[src/rtl/fft_pkg.sv]
// Shared types and defaults for the radix-2 DIT FFT stage sequencer.
package fft_pkg;

   typedef enum logic [1:0] {
      ST_IDLE  = 2'd0,
      ST_RUN   = 2'd1,
      ST_DRAIN = 2'd2,
      ST_DONE  = 2'd3
   } state_t;

   localparam int LOG2N_DEF  = 8;
   localparam int BF_LAT_DEF = 6;
   localparam int RD_LAT_DEF = 1;

   // Cycles from a read strobe to the matching write-back.
   function automatic int pipe_len(input int rd_lat, input int bf_lat);
      return rd_lat + bf_lat;
   endfunction

   localparam int PIPE_DEF = RD_LAT_DEF + BF_LAT_DEF;

endpackage

[src/rtl/fft_wr_delay.sv]
// Fixed-depth shift register carrying {valid, addr_a, addr_b} from the read
// side of the butterfly to its write-back side. Reset clears every stage so
// no write strobe can escape after a reset.
module fft_wr_delay #(
   parameter int DEPTH = 3,
   parameter int AW    = 8
) (
   input  logic          clk,
   input  logic          rst,
   input  logic          in_valid,
   input  logic [AW-1:0] in_addr_a,
   input  logic [AW-1:0] in_addr_b,
   output logic          out_valid,
   output logic [AW-1:0] out_addr_a,
   output logic [AW-1:0] out_addr_b
);

   typedef struct packed {
      logic          valid;
      logic [AW-1:0] addr_a;
      logic [AW-1:0] addr_b;
   } slot_t;

   slot_t slot_reg [DEPTH];

   generate
      for (genvar gi = 0; gi < DEPTH; gi++) begin : g_slot
         if (gi == 0) begin : g_head
            // First slot captures the read-side strobe and addresses.
            always_ff @(posedge clk) begin
               if (rst) begin
                  slot_reg[gi] <= '0;
               end else begin
                  slot_reg[gi] <= '{valid: in_valid, addr_a: in_addr_a, addr_b: in_addr_b};
               end
            end
         end else begin : g_body
            // Remaining slots shift the previous slot forward one cycle.
            always_ff @(posedge clk) begin
               if (rst) begin
                  slot_reg[gi] <= '0;
               end else begin
                  slot_reg[gi] <= slot_reg[gi-1];
               end
            end
         end
      end
   endgenerate

   assign out_valid  = slot_reg[DEPTH-1].valid;
   assign out_addr_a = slot_reg[DEPTH-1].addr_a;
   assign out_addr_b = slot_reg[DEPTH-1].addr_b;

endmodule

[src/rtl/fft_bfly_sched.sv]
// In-place radix-2 DIT FFT stage sequencer: walks every butterfly of every
// stage, issues data-RAM reads plus the twiddle address, and replays each
// pair's addresses as a write-back once the read and butterfly latency expire.
module fft_bfly_sched
   import fft_pkg::*;
#(
   parameter int LOG2N  = LOG2N_DEF,
   parameter int BF_LAT = BF_LAT_DEF,
   parameter int RD_LAT = RD_LAT_DEF
) (
   input  logic             clk,
   input  logic             rst,
   input  logic             start,
   output logic             busy,
   output logic             done,
   output logic [3:0]       stage,
   output logic             rd_en,
   output logic [LOG2N-1:0] rd_addr_a,
   output logic [LOG2N-1:0] rd_addr_b,
   output logic [LOG2N-2:0] tw_addr,
   output logic             wr_en,
   output logic [LOG2N-1:0] wr_addr_a,
   output logic [LOG2N-1:0] wr_addr_b
);

   localparam int PIPE = pipe_len(RD_LAT, BF_LAT);
   localparam int KW   = LOG2N - 1;
   localparam int DW   = (PIPE > 1) ? $clog2(PIPE) : 1;

   localparam logic [KW-1:0] K_LAST     = '1;
   localparam logic [3:0]    S_LAST     = 4'(LOG2N - 1);
   localparam logic [DW-1:0] DRAIN_LOAD = DW'(PIPE - 1);

   state_t           state_reg, state_next;
   logic [KW-1:0]    k_reg, k_next;
   logic [3:0]       stage_reg, stage_next;
   logic [DW-1:0]    drain_reg, drain_next;

   logic             rd_en_reg, busy_reg, done_reg;
   logic [LOG2N-1:0] addr_a_reg, addr_a_next;
   logic [LOG2N-1:0] addr_b_reg, addr_b_next;
   logic [KW-1:0]    tw_reg, tw_next;

   logic [LOG2N-1:0] k_ext, half, pos, grp, tw_wide;

   // Next-state logic plus the butterfly address for the next issued k.
   always_comb begin
      state_next = state_reg;
      k_next     = k_reg;
      stage_next = stage_reg;
      drain_next = drain_reg;

      case (state_reg)
         ST_IDLE: begin
            if (start) begin
               state_next = ST_RUN;
               k_next     = '0;
               stage_next = '0;
            end
         end
         ST_RUN: begin
            if (k_reg == K_LAST) begin
               state_next = ST_DRAIN;
               drain_next = DRAIN_LOAD;
               k_next     = '0;
            end else begin
               k_next = k_reg + KW'(1);
            end
         end
         ST_DRAIN: begin
            if (drain_reg == '0) begin
               if (stage_reg == S_LAST) begin
                  state_next = ST_DONE;
               end else begin
                  state_next = ST_RUN;
                  stage_next = stage_reg + 4'd1;
                  k_next     = '0;
               end
            end else begin
               drain_next = drain_reg - DW'(1);
            end
         end
         ST_DONE: begin
            state_next = ST_IDLE;
            stage_next = '0;
         end
         default: begin
            state_next = ST_IDLE;
         end
      endcase

      // pos selects the twiddle and low address bits, grp the butterfly block.
      k_ext       = {1'b0, k_next};
      half        = LOG2N'(1) << stage_next;
      pos         = k_ext & (half - LOG2N'(1));
      grp         = k_ext >> stage_next;
      addr_a_next = (grp << (stage_next + 4'd1)) | pos;
      addr_b_next = addr_a_next | half;
      tw_wide     = pos << (S_LAST - stage_next);
      tw_next     = tw_wide[KW-1:0];
   end

   // FSM state, counters and the registered read-side outputs.
   always_ff @(posedge clk) begin
      if (rst) begin
         state_reg  <= ST_IDLE;
         k_reg      <= '0;
         stage_reg  <= '0;
         drain_reg  <= '0;
         rd_en_reg  <= 1'b0;
         busy_reg   <= 1'b0;
         done_reg   <= 1'b0;
         addr_a_reg <= '0;
         addr_b_reg <= '0;
         tw_reg     <= '0;
      end else begin
         state_reg <= state_next;
         k_reg     <= k_next;
         stage_reg <= stage_next;
         drain_reg <= drain_next;
         rd_en_reg <= (state_next == ST_RUN);
         busy_reg  <= (state_next != ST_IDLE);
         done_reg  <= (state_next == ST_DONE);
         if (state_next == ST_RUN) begin
            addr_a_reg <= addr_a_next;
            addr_b_reg <= addr_b_next;
            tw_reg     <= tw_next;
         end else begin
            addr_a_reg <= '0;
            addr_b_reg <= '0;
            tw_reg     <= '0;
         end
      end
   end

   fft_wr_delay #(
      .DEPTH (PIPE),
      .AW    (LOG2N)
   ) u_wr_delay (
      .clk        (clk),
      .rst        (rst),
      .in_valid   (rd_en_reg),
      .in_addr_a  (addr_a_reg),
      .in_addr_b  (addr_b_reg),
      .out_valid  (wr_en),
      .out_addr_a (wr_addr_a),
      .out_addr_b (wr_addr_b)
   );

   assign busy      = busy_reg;
   assign done      = done_reg;
   assign stage     = stage_reg;
   assign rd_en     = rd_en_reg;
   assign rd_addr_a = addr_a_reg;
   assign rd_addr_b = addr_b_reg;
   assign tw_addr   = tw_reg;

endmodule

[config.mk]
export PLATFORM = sky130hd
export DESIGN_NAME = fft_bfly_sched
export DESIGN_NICKNAME = d
export VERILOG_FILES = /design/src/rtl/fft_pkg.sv /design/src/rtl/fft_wr_delay.sv /design/src/rtl/fft_bfly_sched.sv
export SDC_FILE = /design/constraint.sdc
export NUM_CORES = 1
export LEC_CHECK = 0
export CAP_MARGIN = 20
export CORE_AREA = 2 2 116 107
export CTS_BUF_LIST = sky130_fd_sc_hd__clkbuf_8
export CTS_CLUSTER_SIZE = 10
export DETAILED_ROUTE_END_ITERATION = 16
export DIE_AREA = 0 0 118 109
export PLACE_DENSITY = 0.78
export SETUP_SLACK_MARGIN = 0.4
export SLEW_MARGIN = 15
export SYNTH_ARGS = -nofsm -noshare
export SYNTH_HDL_FRONTEND = slang
export SYNTH_SLANG_ARGS = --single-unit
export TNS_END_PERCENT = 50
[constraint.sdc]
create_clock -name clk -period 4.97 [get_ports clk]
set_input_delay 0.497 -clock clk [delete_from_list [all_inputs] [get_ports clk]]
set_output_delay 0.497 -clock clk [all_outputs]
set_load 0.05 [all_outputs]
* Word level (Yosys, flattened, before mapping) *
Memory sizes are Yosys's and may differ from the RTL's.
Index checks and enable logic that the tools add are counted.
Widths: inputs -> output; s select.

storage, ports and cells
  bits in registers = 42
  RAM bits = 119
  output and inout port bits = 47
  memories = 1

operators by class
  $add $sub $neg = 6
  equality and inequality tests = 9
  shifts and indexed selects = 4
  multiplexer cells = 27
  bitwise gates (word level) = 11
  reductions and logical operators = 6

memory list
  name                 depth  bits a word  read ports  clocked after Yosys merged registers in  wr ports  line                source
  u_wr_delay.slot_reg  7      17           7           0                                        7         fft_wr_delay.sv:24  slot_t slot_reg [DEPTH];

operator list
  cell                 count
  $mux 17              7
  $mux 7               4
  $pmux 7 s3           1
  $or 8x8->8           2
  $mux 4               3
  $pmux 4 s3           1
  $add 4x1->4 const B  2
  $and 7x8->8          1
  $mux 2               4
  $pmux 2 s4           1
  $shl 1x4->8 const A  1
  $shl 8x4->7          1
  $shl 8x4->8          1
  $shr 7x4->8          1
  $sub 8x1->8 const B  1
  $add 7x1->7 const B  1
  $eq 7x7->1 const B   1
  $or 1x1->1           7
  $eq 2x2->1 const B   3
  $mux 3               2
  $pmux 3 s2           1
  $eq 2x1->1 const B   2
  $eq 4x3->1 const B   1
  $ne 2x2->1 const B   2
  other kinds (9)      12

* Logic depth before layout (Yosys ltp) *
Gate-level depths: netlist of the first run.

  depth after elaboration = 9
  mapped depth = 16
  gate-level depth less buffers = 14

* Cells and area by module *
A second synthesis of the first run with hierarchy kept.

second synthesis, totals
  cell total of the unflattened synthesis = 602
  area, all modules = 6108.4 um^2

modules (own cells, without submodules)
  module          instances  cells an instance  area an instance (um^2)  sequential area each (um^2)
  fft_wr_delay    1          267                3340.7                   2382.3
  fft_bfly_sched  1          335                2767.7                   840.8

* Least setup slack after synthesis of the first run *
No wires, ideal clock.

  path type = flip-flop to flip-flop
  start point = reg stage_reg[0] (netlist: stage[0])
  end point = reg tw_reg[6] (netlist: tw_addr[6])
  setup time = 138 ps
  arrival time = 3101 ps
  slack = 1731 ps
  cell stages (with the launch flop) = 16
  buffers on the path = 3
  clock period less this slack = 3239 ps
  cells stage by stage = dfxtp_1 ha_1 and3b_1 buf_6 or3_1 and2_1 buf_2 buf_6 nor2_1 nand2_1 ha_1 inv_1 a31oi_2 and3_1 a311oi_1 a2111oi_2

between the ends
  word-level cells in the longest chain between the ends = 8
  elaborated cells on any way between the ends = 20

RTL lines
  item                                              line                                        source
  from (decl)                                       fft_bfly_sched.sv:36                        logic [3:0] stage_reg, stage_next;
  from (signal assigned)                            fft_bfly_sched.sv:119                       stage_reg <= stage_next;
  $add 4x1->4 / $eq 4x3->1 (equally long branches)  fft_bfly_sched.sv:76, fft_bfly_sched.sv:72
  $mux 4                                            fft_bfly_sched.sv:72                        if (stage_reg == S_LAST) begin
  $mux 4                                            fft_bfly_sched.sv:71                        if (drain_reg == '0) begin
  $pmux 4 s3                                        fft_bfly_sched.sv:53                        case (state_reg)
  $shl 1x4->8                                       fft_bfly_sched.sv:94                        half = LOG2N'(1) << stage_next;
  $sub 8x1->8                                       fft_bfly_sched.sv:95                        pos = k_ext & (half - LOG2N'(1));
  $and 7x8->8                                       fft_bfly_sched.sv:95
  $shl 8x4->7                                       fft_bfly_sched.sv:99                        tw_wide = pos << (S_LAST - stage_next);
  to (signal assigned)                              fft_bfly_sched.sv:127                       tw_reg <= tw_next;
  to (decl)                                         fft_bfly_sched.sv:42                        logic [KW-1:0] tw_reg, tw_next;

Parallel ways exist; a longest one is shown, timed or not.
A chain may end at the register's enable or synchronous reset.

* Final worst setup path of the first run *
  start point = reg state_reg[1]
  end point = reg addr_b_reg[4] (netlist: rd_addr_b[4])

between the ends
  word-level cells in the longest chain between the ends = 7
  elaborated cells on any way between the ends = 21

RTL lines
  item                                                  line                   source
  from (decl)                                           fft_bfly_sched.sv:34   state_t state_reg, state_next;
  from (signal assigned)                                fft_bfly_sched.sv:117  state_reg <= state_next;
  $eq 2x2->1 / $logic_not 2->1 (equally long branches)  fft_bfly_sched.sv:53
  $pmux 4 s3                                            fft_bfly_sched.sv:53
  $shl 1x4->8                                           fft_bfly_sched.sv:94
  $sub 8x1->8                                           fft_bfly_sched.sv:95
  $and 7x8->8                                           fft_bfly_sched.sv:95
  $or 8x8->8                                            fft_bfly_sched.sv:97   addr_a_next = (grp << (stage_next + 4'd1)) | pos;
  $or 8x8->8                                            fft_bfly_sched.sv:98   addr_b_next = addr_a_next | half;
  to (signal assigned)                                  fft_bfly_sched.sv:126  addr_b_reg <= addr_b_next;
  to (decl)                                             fft_bfly_sched.sv:41   logic [LOG2N-1:0] addr_b_reg, addr_b_next;

Parallel ways exist; a longest one is shown, timed or not.

==> results of run 1 <==
## metal layers
layer	up-vias	share of wire
li1	1968	-
met1	1809	0.49
met2	96	0.45
met3	13	0.056
met4	0	0.010
met5	-	0
## cell type report
class / count / area (um2)
Timing Repair Buffer: 54 / 525.5
Clock buffer: 20 / 275.3
Sequential cell: 161 / 3223
Inverter: 16 / 60.06
Clock inverter: 11 / 126.4
Tap cell: 160 / 200.2
Multi-Input combinational cell: 348 / 2257
Fill cell: 1032 / 5076
## power by group
| group | leakage, nW | switching, mW | internal, mW |
|---|---|---|---|
| Combinational | 0.943 | 0.0540 | 0.0209 |
| Sequential | 1.30 | 0.00790 | 1.30 |
| Clock | 0.212 | 0.463 | 0.488 |
## how the worst max path moves through the flow
| stage | end | start |
|---|---|---|
| 2_1_floorplan | tw_addr[6]$_SDFF_PP0_ | stage[0]$_SDFF_PP0_ |
| 3_3_place_gp | tw_addr[6]$_SDFF_PP0_ | start |
| 3_5_place_dp | tw_addr[6]$_SDFF_PP0_ | start |
| 4_1_cts | tw_addr[6]$_SDFF_PP0_ | state_reg[1]$_SDFF_PP0_ |
| 5_1_grt | tw_addr[6]$_SDFF_PP0_ | state_reg[1]$_SDFF_PP0_ |
| 6_report | rd_addr_b[4]$_SDFF_PP0_ | state_reg[1]$_SDFF_PP0_ |
## stage by stage
step	hold WS [ps]	setup slack [ps]	utilization
3_3_place_gp	415.9	1070	0.5336
6_report	379.4	1117	0.5678
4_1_cts	360.1	1166	0.5678
3_5_place_dp	421.2	1019	0.5336
2_1_floorplan	413.8	1731	-
5_1_grt	368.1	857.8	0.5678
## cell families (layout without fill, tap and decap cells)
kind of cell | count (synthesis) | count (layout)
AOI/OAI and AO/OA | 98 | 98
buffers and inverters | 50 | 101
xor gates and xnor gates | 6 | 6
muxes | 2 | 2
and+or+nand+nor | 236 | 236
DFF | 161 | 161
adders and majority gates | 6 | 6
## critical path: stages (launching register included)
cell and delay, ps:
dfxtp_1 790, nand3b_1 370, o2111ai_1 510, and2_1 200
buf_4 220, nand4_1 250, ha_1 340, inv_1 210
a31oi_2 110, nand2_1 110, o21ai_0 90, a311oi_1 380
a21oi_1 110
## cells in the final DEF, fill, tap and decap left out, drive strengths merged, types with 3 or more instances in the layout
master / count
a31oi: 6
nor2: 31
clkbuf: 20
buf: 6
nor3b: 3
nor2b: 124
dfxtp: 161
o31ai: 8
xnor2: 5
clkdlybuf4s50: 48
a21o: 4
nor3: 10
ha: 6
o21a: 3
a21oi: 18
nand3: 13
o22ai: 3
a311oi: 4
nor4: 3
nand2b: 5
or3: 3
inv: 21
clkinv: 4
o21ai: 16
and2: 3
a22oi: 3
o211ai: 5
a2111oi: 3
nand4: 3
o2111ai: 6
nand2: 28
==> flow_summary_export.csv, run 1 <==
group,metric,value,unit
global_routing,grt_pass1_wl,19000,um
final_layout,antenna_cells,0,
logic_synthesis,yosys.cell_count.top_type,"dfxtp_1",
logic_synthesis,synth_top_area_cell,"dfxtp_1",
clock_network,clk_latency,460,ps
global_routing,use_met3,0.06747,
global_routing,use_met1,0.2621,
sta,period_share,0.7752,
logic_synthesis,synth_cell_types,69,
floorplan,ios,50,
place,placed_area,6266,um2
sta,maxSlewViolCount,0,
clock_network,cts_max_level,4,
sta,fin_worst_skew,5.940,ps
logic_synthesis,synth_xor_area_frac,0.009198,
final_layout,largest_reg_flops,119,
min_path,whs_endpoint,"stage[2]$_SDFF_PP0_",
logic_synthesis,syn_area,5713,um2
sta,finalSetupTns,0,ps
routing,drt_iter0_drc,325,
clock_network,hold_buffers,0,
routing,routed_wl,12240,um
logic_synthesis,synth_nets,568,
place,place_inst,739,
sta,setup_viol_count_final,0,
routing,drc_errors,0,
global_routing,grt_pass1_vias,3572,
power_and_ir_drop,total_power,2.331,mW
worst_setup_path,start_kind,"register",
logic_synthesis,synth-compound-area-share,0.1279,
sta,slew-limit-headroom,0.3215,
logic_synthesis,async_flop_share,0,
floorplan,die-area,12860,um2
min_path,hp-start,"rst",
logic_synthesis,synth_area_leaders,"dfxtp_1 (56%), nor2b_1 (14%), nor2_1 (1.9%)",
flow_run,maxCapViolCount,0,
worst_setup_path,setup.worst_path.class,"register to register",
power_and_ir_drop,p_leak,2.453,nW
sta,fin_crit,3853,ps
min_path,holdCritPathClass,"primary input to register",
power_and_ir_drop,cellPowerDensity,349.6,nW/um2
floorplan,num_rows,38,
floorplan,core-area,11740,um2
logic_synthesis,synth_flop_cell,"dfxtp_1",
logic_synthesis,synth-edff-count,0,
worst_setup_path,reg2reg_to,"rd_addr_b[4]$_SDFF_PP0_",
global_routing,grt-busiest-layer,"met2",
logic_synthesis,netlist_instances,559,
final_layout,area_growth,16.71,%
floorplan,die_x,118,um
clock_network,post_cts_buffers,0,
min_path,hold_depth,2,
logic_synthesis,synthMuxAreaShare,0.003723,
logic_synthesis,seq_area_frac_synth,0.5642,
place,dpl.hpwl,8037,um
clock_network,cts_tree,"yes",
global_routing,antenna_found_initial,0,
global_routing,grt_max_degree,114,
sta,clock.fmax,259.6,MHz
routing,drtAntennaViolNets,0,
routing,drt_pass1_iterations,5,
run_status,status,"finished, final reports clean",
worst_setup_path,path_max_fanout,22,
global_routing,use_met2,0.2932,
worst_setup_path,crit_required,5290,ps
logic_synthesis,synth_top_family_by_area,"simple AND/OR/NAND/NOR gates",
sta,rsz0062_at_grt,"no",
sta,worst_slew_pin_slew,1018,ps
final_layout,nets,607,
logic_synthesis,synth_seq_cells,161,
logic_synthesis,yosysWarnings,0,
place,numPortBuffers,49,
worst_setup_path,cp.arrival,4170,ps
place,gp_congestion,0.8525,
worst_setup_path,critPathCaptureType,"register",
worst_setup_path,ff2ff_path_depth,12,
logic_synthesis,synth-simple-area-share,0.2411,
clock_network,postCtsResizedCells,0,
routing,avgRoutedWirePerCell,15.90,um
power_and_ir_drop,max-vdd-ir-drop,0.1626,mV
final_layout,finalInstanceArea,6668,um2
global_routing,grt-ovfl-total,0,
floorplan,die_y,109,um
worst_setup_path,reg2reg_slack,1120,ps
routing,vias_per_cell,5.047,
global_routing,grt_use_total,0.1946,
logic_synthesis,synth-adder-area-share,0.01314,
final_layout,drive_gt1_frac,0.1016,
clock_network,root_buffer,"clkbuf_8",
worst_setup_path,rr_startpoint,"state_reg[1]$_SDFF_PP0_",
logic_synthesis,synth_top_area_frac,0.5642,
logic_synthesis,synth_common_cells,"dfxtp_1 (161), nor2b_1 (124), nor2_1 (29), nand2_1 (23)",
sta,hold_viol,0,
final_layout,post_layout_nonfiller_instances,770,
logic_synthesis,avgSynthCellArea,10.22,um2
clock_network,cts.sinks,161,
routing,vias,3886,
clock_network,cts_made_buffers,17,
clock_network,clock_path_buffers,2,
clock_network,clk_pin_slew_worst_paths,80,ps
floorplan,initial_utilization,0.4865,
No activity file was read; power rests on OpenSTA's default activity.
==> run 2, diff against run 1 <==
- PLACE_DENSITY: 0.78 -> 0.8
- clock period: 4.97 -> 3.1 ns (I/O delays scaled with it)
==> run 2 against run 1 <==
  * Clock power rose by 52%
  * Highest routed layer unchanged
  * Non-clock buffer count rose by 29
  * Register-to-register slack got worse by 680 ps
==> flow_summary_export.csv, run 2 (synthesized netlist as in run 1, its figures left out) <==
group,metric,value,unit
run_status,status,"finished, final reports clean",
floorplan,die_y,109,um
clock_network,clock_path_buffers,2,
worst_setup_path,critPathCaptureType,"register",
clock_network,clk_pin_slew_worst_paths,90,ps
final_layout,drive_gt1_frac,0.1956,
global_routing,grt-ovfl-total,0,
min_path,hold_depth,2,
routing,avgRoutedWirePerCell,15.70,um
place,placed_area,6555,um2
worst_setup_path,crit_required,3440,ps
final_layout,layout_commonest_cell,"dfxtp_1",
worst_setup_path,slowest_stage,"or4_4",
floorplan,initial_utilization,0.4865,
sta,finalSetupTns,0,ps
sta,fin_crit,2664,ps
global_routing,antenna_found_initial,0,
place,dpl.hpwl,8451,um
routing,drc_errors,0,
clock_network,clk_latency,450,ps
worst_setup_path,path_buf_inv,2,
routing,wl_met2,5730,um
clock_network,cts_tree,"yes",
final_layout,finalInstanceArea,7104,um2
flow_run,maxCapViolCount,0,
routing,met3_length,564,um
final_layout,nets,636,
floorplan,die_x,118,um
floorplan,ios,50,
routing,vias_per_cell,5.031,
sta,slew-limit-headroom,0.6485,
worst_setup_path,ff2ff_path_depth,12,
sta,worst_slew_pin_slew,525.6,ps
worst_setup_path,reg2reg_slack,440,ps
place,numPortBuffers,49,
final_layout,final_cell_mix,"dfxtp_1 (154), nor2b_1 (124), clkdlybuf4s50_1 (48)",
floorplan,die-area,12860,um2
global_routing,grt_pass1_wl,19800,um
routing,wl_met1,5977,um
place,gp_congestion,0.8701,
place,place_inst,758,
worst_setup_path,setup.worst_path.class,"register to register",
final_layout,largest_reg_flops,119,
sta,setup_viol_count_final,0,
sta,maxSlewViolCount,0,
sta,hold_viol,0,
worst_setup_path,critPathMaxStageDelay,540,ps
min_path,whs_endpoint,"stage[2]$_SDFF_PP0_",
routing,drt_iter0_drc,218,
sta,rsz0062_at_grt,"yes",
worst_setup_path,cp.arrival,3010,ps
global_routing,grt_use_total,0.2033,
worst_setup_path,path_max_fanout,6,
routing,routed_wl,12540,um
floorplan,num_rows,38,
power_and_ir_drop,total_power,3.679,mW
power_and_ir_drop,cellPowerDensity,517.8,nW/um2
global_routing,grt_max_degree,124,
floorplan,core-area,11740,um2
clock_network,root_buffer,"clkbuf_8",
min_path,hp-start,"rst",
power_and_ir_drop,max-vdd-ir-drop,0.2844,mV
final_layout,fin_util,0.6049,
power_and_ir_drop,p_leak,2.643,nW
routing,drt_pass1_iterations,4,
final_layout,antenna_cells,0,
clock_network,cts.sinks,161,
global_routing,grt_pass1_vias,3713,
worst_setup_path,path_cells,"inv_4 -> ha_4 -> nand4bb_4 -> or4_4 -> and2_4 -> nand4_1 -> ha_2 -> inv_4 -> a31oi_4 -> and3_4 -> a311oi_2 -> a2111oi_2",
routing,vias,4020,
sta,period_share,0.8593,
min_path,holdCritPathClass,"primary input to register",
final_layout,area_growth,24.35,%
worst_setup_path,cp_common_cell,"inv_4",
clock_network,cts_made_buffers,17,
clock_network,cts_max_level,4,
routing,drtAntennaViolNets,0,
worst_setup_path,cpLargestDelayFamily,"simple AND/OR/NAND/NOR gates",
final_layout,post_layout_nonfiller_instances,799,
routing,top_layer_used,"met4",
worst_setup_path,start_kind,"register",
sta,fin_worst_skew,14.26,ps
sta,clock.fmax,375.4,MHz
worst_setup_path,reg2reg_to,"tw_addr[6]$_SDFF_PP0_",
worst_setup_path,rr_startpoint,"drain_reg[0]$_SDFFE_PP0P_",
run 2: stage by stage:
stage / setup WS (ps) / hold slack [ps]
6_report: 436.2 / 137.1
5_1_grt: 288.5 / 124.1
2_1_floorplan: 335.6 / 413.8
3_3_place_gp: 155.3 / 416.5
4_1_cts: 388.2 / 103.0
3_5_place_dp: 181.2 / 420.4
run 2: cell type report:
type / count / area [um2]
clock buffer: 19 / 261.5
clock inverter: 12 / 122.6
fill: 1002 / 4639
inverter: 16 / 67.56
multi-input combinational: 348 / 2445
sequential: 161 / 3237
tap: 160 / 200.2
timing repair buffer: 83 / 770.7
run 2: worst register-to-register path, delay by kind of cell (launching register included):
family / cells / cell delay (ps)
AO/OA/AOI/OAI: 3 / 490
AND/OR/NAND/NOR: 5 / 1230
flip-flops: 1 / 350
buffers and inverters: 2 / 130
adder cells (fa/ha/maj): 2 / 380
run 2: what timing repair did:
| item | 4_1_cts | 5_1_grt |
|---|---|---|
| pin swaps | 5 | 7 |
| gates resized for setup | 5 | 13 |
| buffers inserted | 4 | 5 |
| endpoints found under the setup margin | 9 | 20 |
| hold buffers | 0 | 0 |
run 2: how the worst max path moves through the flow:
stage / from / to / slack (ps) / cells past startpoint
after floorplan: stage[1]$_SDFF_PP0_ / tw_addr[3]$_SDFF_PP0_ / 340 / 14
after global placement: start / rd_addr_a[6]$_SDFF_PP0_ / 160 / 11
after detailed placement: start / rd_addr_a[6]$_SDFF_PP0_ / 180 / 11
after CTS: drain_reg[0]$_SDFFE_PP0P_ / rd_addr_b[4]$_SDFF_PP0_ / 390 / 12
after global routing: drain_reg[1]$_SDFFE_PP0P_ / tw_addr[6]$_SDFF_PP0_ / 290 / 13
final: drain_reg[0]$_SDFFE_PP0P_ / tw_addr[6]$_SDFF_PP0_ / 440 / 12
run 2: power by group:
group	switching, mW	internal (mW)
Clock	0.763	0.690
Sequential	0.00709	2.08
Combinational	0.0954	0.0448
run 2: metal layers:
layer | track usage | vias to the layer above
met5 | 0 | -
met3 | 0.05544 | 20
met2 | 0.3131 | 108
li1 | - | 2035
met1 | 0.2723 | 1857
met4 | 0.08348 | 0
